$ cat src/rtl/rx_detection_scheduler.sv
// rtl/rx_detection_scheduler.sv - arms the peak detector, bounds each listen, qualifies and holds results
// States: IDLE -> LISTEN -> (HOLD ->) GUARD -> LISTEN/IDLE; one shared timer serves LISTEN and GUARD.
`timescale 1ns/1ps
module rx_detection_scheduler #(
  parameter logic [31:0]        TIMEOUT_CYCLES = 32'd5000000,
  parameter logic [15:0]        GUARD_CYCLES   = 16'd16,
  parameter logic signed [40:0] MIN_PEAK       = 41'sd1000
) (
  input  logic        crx_clk,
  input  logic        rrx_rst,
  input  logic        erx_en,
  input  logic        iarm_start,
  input  logic        iabort,
  input  logic        icontinuous,
  input  logic        ipeak_trigger,
  input  logic [40:0] ipeak_value,
  input  logic [3:0]  ipeak_seq,
  input  logic [15:0] ipeak_time,
  input  logic        iresult_ack,
  output logic        o_det_en,
  output logic        o_result_valid,
  output logic [40:0] o_result_value,
  output logic [3:0]  o_result_seq,
  output logic [15:0] o_result_time,
  output logic        o_timeout,
  output logic        o_busy,
  output logic [7:0]  o_det_count,
  output logic [7:0]  o_reject_count
);

  typedef enum logic [1:0] {S_IDLE, S_LISTEN, S_HOLD, S_GUARD} state_t;

  state_t      state_q, state_d;
  logic [31:0] timer_q, timer_d;
  logic        valid_q, valid_d;
  logic [40:0] value_q, value_d;
  logic [3:0]  seq_q, seq_d;
  logic [15:0] time_q, time_d;
  logic        timeout_q, timeout_d;
  logic [7:0]  det_cnt_q, det_cnt_d;
  logic [7:0]  rej_cnt_q, rej_cnt_d;

  logic listen_last;
  logic guard_last;
  logic peak_ok;

  assign listen_last = (timer_q == (TIMEOUT_CYCLES - 32'd1));
  assign guard_last  = (timer_q == {16'd0, GUARD_CYCLES - 16'd1});
  assign peak_ok     = ($signed(ipeak_value) >= MIN_PEAK);

  always_ff @(posedge crx_clk) begin
    if (!rrx_rst) begin
      state_q   <= S_IDLE;
      timer_q   <= 32'd0;
      valid_q   <= 1'b0;
      value_q   <= 41'd0;
      seq_q     <= 4'd0;
      time_q    <= 16'd0;
      timeout_q <= 1'b0;
      det_cnt_q <= 8'd0;
      rej_cnt_q <= 8'd0;
    end else begin
      state_q   <= state_d;
      timer_q   <= timer_d;
      valid_q   <= valid_d;
      value_q   <= value_d;
      seq_q     <= seq_d;
      time_q    <= time_d;
      timeout_q <= timeout_d;
      det_cnt_q <= det_cnt_d;
      rej_cnt_q <= rej_cnt_d;
    end
  end

  always_comb begin
    state_d   = state_q;
    timer_d   = timer_q;
    valid_d   = valid_q;
    value_d   = value_q;
    seq_d     = seq_q;
    time_d    = time_q;
    timeout_d = 1'b0;
    det_cnt_d = det_cnt_q;
    rej_cnt_d = rej_cnt_q;

    // Block disable wipes everything; abort keeps counters and the last result.
    if (!erx_en) begin
      state_d   = S_IDLE;
      timer_d   = 32'd0;
      valid_d   = 1'b0;
      value_d   = 41'd0;
      seq_d     = 4'd0;
      time_d    = 16'd0;
      det_cnt_d = 8'd0;
      rej_cnt_d = 8'd0;
    end else if (iabort) begin
      state_d = S_IDLE;
      timer_d = 32'd0;
      valid_d = 1'b0;
    end else begin
      case (state_q)
        S_IDLE: begin
          timer_d = 32'd0;
          if (iarm_start) state_d = S_LISTEN;
        end
        S_LISTEN: begin
          timer_d = timer_q + 32'd1;
          if (ipeak_trigger) begin
            timer_d = 32'd0;
            if (peak_ok) begin
              value_d   = ipeak_value;
              seq_d     = ipeak_seq;
              time_d    = ipeak_time;
              valid_d   = 1'b1;
              det_cnt_d = (det_cnt_q == 8'hFF) ? det_cnt_q : det_cnt_q + 8'd1;
              state_d   = S_HOLD;
            end else begin
              rej_cnt_d = (rej_cnt_q == 8'hFF) ? rej_cnt_q : rej_cnt_q + 8'd1;
              state_d   = S_GUARD;
            end
          end else if (listen_last) begin
            timer_d   = 32'd0;
            timeout_d = 1'b1;
            state_d   = S_GUARD;
          end
        end
        S_HOLD: begin
          timer_d = 32'd0;
          if (iresult_ack) begin
            valid_d = 1'b0;
            state_d = S_GUARD;
          end
        end
        S_GUARD: begin
          timer_d = timer_q + 32'd1;
          if (guard_last) begin
            timer_d = 32'd0;
            state_d = icontinuous ? S_LISTEN : S_IDLE;
          end
        end
        default: begin
          state_d = S_IDLE;
          timer_d = 32'd0;
        end
      endcase
    end
  end

  assign o_det_en       = (state_q == S_LISTEN);
  assign o_busy         = (state_q != S_IDLE);
  assign o_result_valid = valid_q;
  assign o_result_value = value_q;
  assign o_result_seq   = seq_q;
  assign o_result_time  = time_q;
  assign o_timeout      = timeout_q;
  assign o_det_count    = det_cnt_q;
  assign o_reject_count = rej_cnt_q;

endmodule

$ cat config.mk
export PLATFORM = sky130hd
export DESIGN_NAME = rx_detection_scheduler
export DESIGN_NICKNAME = d
export VERILOG_FILES = /design/src/rtl/rx_detection_scheduler.sv
export SDC_FILE = /design/constraint.sdc
export NUM_CORES = 1
export LEC_CHECK = 0
export ABC_AREA = 1
export CORE_AREA = 4 4 113 115
export CTS_BUF_LIST = sky130_fd_sc_hd__clkbuf_2 sky130_fd_sc_hd__clkbuf_4 sky130_fd_sc_hd__clkbuf_8
export DETAILED_ROUTE_END_ITERATION = 16
export DIE_AREA = 0 0 117 119
export PLACE_DENSITY_LB_ADDON = 0.15
export SLEW_MARGIN = 0
export SYNTH_ARGS = -nofsm -noshare
export SYNTH_HDL_FRONTEND = slang
export SYNTH_SLANG_ARGS = --single-unit
export TNS_END_PERCENT = 5
$ cat constraint.sdc
create_clock -name crx_clk -period 1.5 [get_ports crx_clk]
set_input_delay 0.375 -clock crx_clk [delete_from_list [all_inputs] [get_ports crx_clk]]
set_output_delay 0.375 -clock crx_clk [all_outputs]
set_load 0.01 [all_outputs]
Word-level counts from Yosys, hierarchy flattened --
Index checks and enable logic that the tools add are counted.
Word-level totals: register bits 113, bits of input ports 69, output and inout port bits 81, logic and storage cells 62
Cells by class: add/subtract/negate cells 3, magnitude comparators 1, equal/unequal tests 13, mux-type cells 17, bitwise operators 7, reductions and logical operators 12
Operator list (number):
- two-way mux 32 bit | 3
- one-hot mux 32 bit (3 select lines) | 1
- greater-or-equal comparator 41 x 11 -> 1 bit (second input constant) | 1
- adder 32 x 1 -> 32 bit (second input constant) | 1
- equality test 32 x 23 -> 1 bit (second input constant) | 1
- equality test 32 x 4 -> 1 bit (second input constant) | 1
- adder 8 x 1 -> 8 bit (second input constant) | 2
- equality test 8 bit (second input constant) | 2
- AND reduction 4 bit | 3
- two-way mux 2 bit | 5
- AND reduction 5 bit | 2
- != test 2 bit (second input constant) | 4
- one-hot mux 2 bit (4 select lines) | 1
- NOT 1 bit | 7
- two-way mux 1 bit | 6
- OR reduction 5 bit | 1
- equality test 2 bit (second input constant) | 2
- nonzero test 2 bit | 2
- != test 3 x 2 -> 1 bit (second input constant) | 1
- OR reduction 3 bit | 1
- equality test 2 x 1 -> 1 bit (second input constant) | 1
- zero test 2 bit | 1
- != test 2 x 1 -> 1 bit (second input constant) | 1
- one-hot mux 1 bit (2 select lines) | 1
- 2 further kinds | 2

Longest topological paths before layout --
Gate-level depths: netlist of run 1.
depth in word-level cells 4, mapped depth 11, mapped depth without buffers 11

Worst setup path before layout of run 1 --
No wires, ideal clock.
path type register -> register, from register state_q[1], to register rej_cnt_q[5] (netlist: o_reject_count[5]), library setup time 0.132 ns, arrival time 1.593 ns, required time 1.368 ns, setup slack -0.225 ns, cell stages (with the launch flop) 10, clock period less this slack 1.725 ns, cells stage by stage dfxtp_1 inv_1 ha_1 nand2_1 nor2_1 o21a_1 buf_2 nand2_1 nand2_1 a21oi_1
Between the ends: word-level cells in the longest chain between the ends 2
Ends and longest elaborated chain:
- start, declared | line 33 | state_t state_q, state_d;
- start signal, assigned | line 63 | state_q <= state_d;
- equality test 2 x 1 -> 1 bit
- net o_det_en | line 20 | output logic o_det_en,
- AND reduction 5 bit (no source line)
- end signal, assigned | line 71 | rej_cnt_q <= rej_cnt_d;
- end, declared | line 41 | logic [7:0] rej_cnt_q, rej_cnt_d;
The timed path passes the listed nets, and every way through them passes these cells. A chain may end at the register's enable or synchronous reset.

Final worst setup path of run 1 --
from register state_q[0], to output o_det_en
Between the ends: word-level cells in the longest chain between the ends 1
Ends and longest elaborated chain:
- equality test 2 x 1 -> 1 bit | line 149 | assign o_det_en = (state_q == S_LISTEN);
- end, declared | line 20
Every way passes these cells.

==> results.cfg, run 1 <==
[status]
status = complete, but fails checks
violations = setup timing

[sta]
fin_crit_ps = 1700
max-slew-margin-rel_pct = 73.7
worst_pin_slew_ps = 392
finalSetupTns_ps = -14120
setup_viol = 106
rsz0062_at_grt = yes
timing.hold.ws_ps = 228
finalHoldViolCount = 0
fmax_mhz = 588
drv_slew = 0
timing.final.crit_share_pct = 113
fin_skew_ps = 10.8
fin_ws_ps = -201

[routing]
dr.pass1.iters = 5
antenna_left = 0
wl_per_cell_um = 15.2
routed_wl_um = 17800
first_iter_violations = 427
drc_errors = 0
vias = 5850
vias_per_cell = 5.02

[worst_setup_path]
cp.required_ps = 1120
critPathLaunch = state_q[0]$_SDFFE_PP0P_
critPathMaxFanout = 5
path_class = register to output pin
r2r-start = state_q[0]$_SDFFE_PP0P_
cp-start-kind = register
worstPathArrival_ps = 1330
rrSetupSlack_ps = -200
endpoint_kind = output pin

[synthesis]
yosys.cell_count.top_type = nand2_1
synthFlopType = dfxtp_1
ys_seq_elements = 113
syn_inst = 743
muxShareOfSynthArea_pct = 0
synthTopCellsByCount = 239 x nand2_1, 113 x dfxtp_1, 108 x nor2_1, 77 x a21oi_1, 41 x inv_1
synth_fa_ha_area_share_pct = 1.92
synth-compound-area-share_pct = 8.49
synth_nets = 820
synthArstFlopShare_pct = 0
yosys_warnings = 0
yosys.area_share.simple_pct = 34.9
synth_edf_count = 0
synthXorXnorAreaFrac_pct = 5.71
synth_top_area_share_pct = 43.4
avgSynthCellArea_sq_um = 7.02
synth_top_family_by_area = simple AND/OR/NAND/NOR gates
ys_seq_area_share_pct = 43.4
synthTopCellsByArea = dfxtp_1 43%, nand2_1 17%, nor2_1 7.8%
synthDistinctLibCells = 33
synth_area_leader_cell = dfxtp_1
syn_area_sq_um = 5220

[power]
vdd_drop_max_mv = 0.602
p_comb_share_pct = 6.3
total_power_mw = 6.83
clock_power_share_pct = 49.7
power.leakage_nw = 3.82
swShare_pct = 22.3
intPower_mw = 5.31
p_per_area_nw_per_um2 = 785
power.net_switching_mw = 1.52
power_frac_seq_pct = 44.0

[die]
die_h_um = 119
die_w_um = 117
ios = 150
die-area_sq_um = 13900
core_area_sq_um = 11800
start_util_pct = 44.2
rows = 40

[finish]
multi_input_area_sq_um = 2990
fillers = 931
final_nets = 1081
fin_cells = 1166
utilization_pct = 73.7
drive_gt1_share_pct = 25.4
seqCellArea_sq_um = 2280
area_growth_syn_to_layout_pct = 66.8

[cts]
cts_tree = done
cts.htree.levels = 4
cts.clk_slew.worst_paths_ps = 70
clockBufferDepth = 2
numCtsBuffers = 17
numClockSinks = 113
cts-root-buf = clkbuf_8
hold_buffers = 0
insertion_delay_ps = 440

[grt]
overflow = 0
grt_use_total_pct = 23.6
grt_start_max_net_pins = 48
grt_pass1_vias = 5775
antenna_found_initial = 2
grt_pass1_wl_um = 26300

[place]
place_congestion = 0.904
dp_hpwl_um = 12200
io_buffers = 149
dp_cells = 1114

[hold_path]
holdCritStartpoint = ipeak_value[21]
hp-class = input pin to register

[job]
max-cap-violations = 0
==> power by group through the flow <==
| stage | sequential [mW] | clock, mW | combinational [mW] |
|---|---|---|---|
| global placement | 3.08 | 0 | 0.389 |
| finish | 3.01 | 3.40 | 0.431 |
| floorplan | 3.08 | 0 | 0.0995 |
| global route | 3.00 | 3.58 | 0.461 |
| detailed placement | 3.08 | 0 | 0.391 |
| CTS | 3.01 | 3.43 | 0.392 |
==> cell type report <==
type	count	share of cell area (%)
clock buffer	19	3.01
timing repair buffer	267	29.8
multi-input combinational	561	34.4
sequential	113	26.2
tap	147	2.11
antenna	2	0.0575
clock inverter	13	2.40
inverter	44	1.98
==> metal layers <==
metal | up-vias | wire length [um] | global-route usage, %
met5 | - | 0 | 0
met1 | 2721 | 7100 | 26.9
met3 | 30 | 1270 | 9.04
met2 | 180 | 9040 | 39.0
li1 | 2919 | - | -
met4 | 0 | 356 | 9.89
==> metrics by stage <==
step	setup WS (ps)	area (sq um)
2_1_floorplan	3.05	5270
3_3_place_gp	-615	7630
3_5_place_dp	-648	7630
4_1_cts	-164	8070
5_1_grt	-276	8700
6_report	-201	8700
==> sequential cells by signal, summed over array words and instances, names as in the netlist <==
name and flops:
o_result_seq 4, o_result_valid 1, o_timeout 1, o_reject_count 8, timer_q 32, o_det_count 8
o_result_value 41, o_result_time 16, state_q 2
==> worst max-delay path: stages (launching register included) <==
cell	delay, ps
dfxtp_2	350
buf_6	120
ha_4	170
buf_4	140
buf_6	110
==> cells in the final DEF (no fill, tap or decap), types with 3 or more instances in the layout <==
cell type	n
nand2_1	221
buf_4	100
dfxtp_1	99
nor2_1	96
dlygate4sd2_1	58
a21oi_1	51
inv_1	36
dlymetal6s2s_1	34
clkdlybuf4s50_1	33
a21oi_2	26
nand3_1	24
nand4_1	23
xor2_1	23
clkbuf_8	19
clkdlybuf4s15_1	18
nor3_1	16
dfxtp_2	13
nor2_2	12
nand2_2	12
xnor2_1	11
buf_12	9
nand2_4	8
inv_2	7
clkinvlp_4	6
buf_6	6
bufinv_16	5
clkbuf_16	5
o21ai_0	4
nor3_2	4
ha_1	4
nor2_4	3
==> final timing paths <==
path | cells after the start | end
setup / recovery | 4 | o_det_en
hold / removal | 3 | o_result_value[21]$_SDFFE_PN0P_
setup reg to reg | 9 | o_result_value[12]$_SDFFE_PN0P_
hold reg to reg | 2 | o_result_value[40]$_SDFFE_PN0P_
==> cells by family after synthesis <==
kind of cell             after synthesis
XOR/XNOR                              34
adder cells (fa/ha/maj)                8
buffers and inverters                 70
AO/OA/AOI/OAI                         86
AND/OR/NAND/NOR                      432
flip-flops                           113
==> timing repair <==
action                     in CTS  in global routing
pin swaps                       9                 35
hold endpoints to repair        0                  0
gates resized for setup       126                125
cloned                          0                  7
setup endpoints to repair     193                133
buffers inserted                0                 11
Note: power is estimated with default switching activity, not from simulation.
==> inputs of run 2 (changes only) <==
--- a/config.mk
+++ b/config.mk
@@ -6,10 +6,10 @@
 export NUM_CORES = 1
 export LEC_CHECK = 0
 export ABC_AREA = 1
-export CORE_AREA = 4 4 113 115
-export CTS_BUF_LIST = sky130_fd_sc_hd__clkbuf_2 sky130_fd_sc_hd__clkbuf_4 sky130_fd_sc_hd__clkbuf_8
+export CORE_AREA = 4 4 116 118
+export CTS_BUF_LIST = sky130_fd_sc_hd__clkbuf_8 sky130_fd_sc_hd__clkbuf_16
 export DETAILED_ROUTE_END_ITERATION = 16
-export DIE_AREA = 0 0 117 119
+export DIE_AREA = 0 0 120 122
 export PLACE_DENSITY_LB_ADDON = 0.15
 export SLEW_MARGIN = 0
 export SYNTH_ARGS = -nofsm -noshare
==> results.cfg, run 2 (synthesized netlist as in run 1, its figures left out) <==
[routing]
met3WireLength_um = 1130
vias_per_cell = 4.86
routed_wl_um = 16200
maxUsedRoutingLayer = met4
wl_per_cell_um = 13.8
antenna_left = 0
first_iter_violations = 354
drt-met1-wl_um = 6350
vias = 5715
dr.pass1.iters = 5
wl_met2_um = 8210
drc_errors = 0

[power]
vdd_drop_max_mv = 0.731
clock_power_share_pct = 52.9
swShare_pct = 23.5
p_comb_share_pct = 5.3
intPower_mw = 5.51
power_frac_seq_pct = 41.8
power.net_switching_mw = 1.69
power.leakage_nw = 3.65
p_per_area_nw_per_um2 = 851

[cts]
numClockSinks = 113
cts_tree = done
cts.clk_slew.worst_paths_ps = 60
numCtsBuffers = 17
clockBufferDepth = 2
cts-root-buf = clkbuf_16
insertion_delay_ps = 410
cts.htree.levels = 4
hold_buffers = 0

[sta]
max-slew-margin-rel_pct = 71.7
finalHoldViolCount = 0
fin_skew_ps = 6.53
fmax_mhz = 579
timing.hold.ws_ps = 256
fin_ws_ps = -228
drv_slew = 0
worst_pin_slew_ps = 422
fin_crit_ps = 1730
finalSetupTns_ps = -11720
rsz0062_at_grt = yes
setup_viol = 112
timing.final.crit_share_pct = 115

[grt]
grt_pass1_wl_um = 26100
grt_use_total_pct = 22.2
antenna_found_initial = 3
grt_pass1_vias = 5727
grt_start_max_net_pins = 45
overflow = 0

[worst_setup_path]
cp-start-kind = register
path_buf_inv = 2
r2r-start = timer_q[1]$_SDFF_PP0_
path_delay_family = simple AND/OR/NAND/NOR gates
rrSetupSlack_ps = -230
path_class = register to register
slowest_delay_ps = 350
r2r-end = timer_q[29]$_SDFF_PP0_
r2r_cells = 12
cpMaxStageDelayCell = dfxtp_2
cp_cell_sequence = ha_4 > nand2_4 > nor2_4 > nand4_1 > nor2_2 > nand2_1 > nand2_2 > o21ai_2 > nand2_2 > buf_12 > buf_12 > nor2_1
critPathMaxFanout = 15
worstPathArrival_ps = 2030
cp.required_ps = 1800
endpoint_kind = register

[job]
max-cap-violations = 0

[hold_path]
hold_end = o_result_value[31]$_SDFFE_PN0P_
hp-class = input pin to register
holdCritStartpoint = ipeak_value[31]
hold_depth = 3

[die]
die_w_um = 120
core_area_sq_um = 12500
die-area_sq_um = 14600
ios = 150
die_h_um = 122
start_util_pct = 41.9
rows = 41

[status]
violations = setup timing
status = complete, but fails checks

[finish]
final_cell_mix = 230 x nand2_1, 101 x dfxtp_1, 98 x nor2_1
final_nets = 1066
area_growth_syn_to_layout_pct = 62.2
largest_register_ffs = 41
drive_gt1_share_pct = 21.9
final_common_cell = nand2_1

[place]
place_congestion = 0.919
io_buffers = 149
dp_hpwl_um = 12000
[run 2: cell count changes in the layout (fill, tap and decap cells not counted), moves of 6 or more]
cell,previous run,this run
nand2_1,221,230
clkbuf_16,5,17
clkdlybuf4s15_1,18,0
clkbuf_8,19,0
dlymetal6s2s_1,34,18
buf_4,100,92
nand2_4,8,2
dlygate4sd2_1,58,91
[run 2: per-layer routing]
layer	global-route usage, %	vias up
li1	-	2885
met4	9.95	0
met5	0	-
met3	7.80	45
met1	23.7	2615
met2	39.5	170
[run 2: worst min-delay path, delay by kind of cell]
family,cells,cell delay (ps)
simple gates,1,70
buf+inv,1,130
compound gates,1,50
[run 2: worst max-delay path by stage]
stage,startpoint,endpoint,slack [ps],depth (start not counted)
2_1_floorplan,timer_q[1]$_SDFF_PP0_,timer_q[16]$_SDFF_PP0_,3,11
3_3_place_gp,ipeak_value[17],o_result_time[4]$_SDFFE_PN0P_,-580,11
3_5_place_dp,ipeak_value[17],o_result_value[30]$_SDFFE_PN0P_,-650,11
4_1_cts,timer_q[1]$_SDFF_PP0_,timer_q[29]$_SDFF_PP0_,-250,12
5_1_grt,timer_q[1]$_SDFF_PP0_,timer_q[29]$_SDFF_PP0_,-360,12
6_report,timer_q[1]$_SDFF_PP0_,timer_q[29]$_SDFF_PP0_,-230,12
[run 2: final cells by class]
class	instances	area, sq um
timing repair buffer	253	2330
antenna	3	7.51
clock buffer	17	425
sequential	113	2280
tap	172	215
clock inverter	15	139
fill	1077	4000
inverter	44	170
multi-input combinational	560	2900
[run 2: power groups by stage]
stage	clock network, mW	registers (mW)	logic [mW]
floorplan	0	3.08	0.0995
global placement	0	3.08	0.381
detailed placement	0	3.08	0.385
CTS	3.87	3.01	0.381
global route	4.01	3.01	0.412
finish	3.81	3.01	0.384
[run 2: what timing repair did]
| item | 4_1_cts | 5_1_grt |
|---|---|---|
| pin swaps | 14 | 27 |
| gates resized for setup | 144 | 50 |
| buffers inserted | 8 | 0 |
| setup endpoints to repair | 193 | 118 |
| gates cloned | 1 | 0 |
[run 2: through the flow]
stage,total power [mW],utilization (%),setup slack [ps],cell area (sq um),instances
2_1_floorplan,3.18,-,3.05,5270,743
3_3_place_gp,3.46,61.3,-580,7640,1133
3_5_place_dp,3.46,61.3,-655,7640,1133
4_1_cts,7.26,66.6,-246,8300,1174
5_1_grt,7.43,67.9,-358,8460,1177
6_report,7.20,67.9,-228,8460,1177
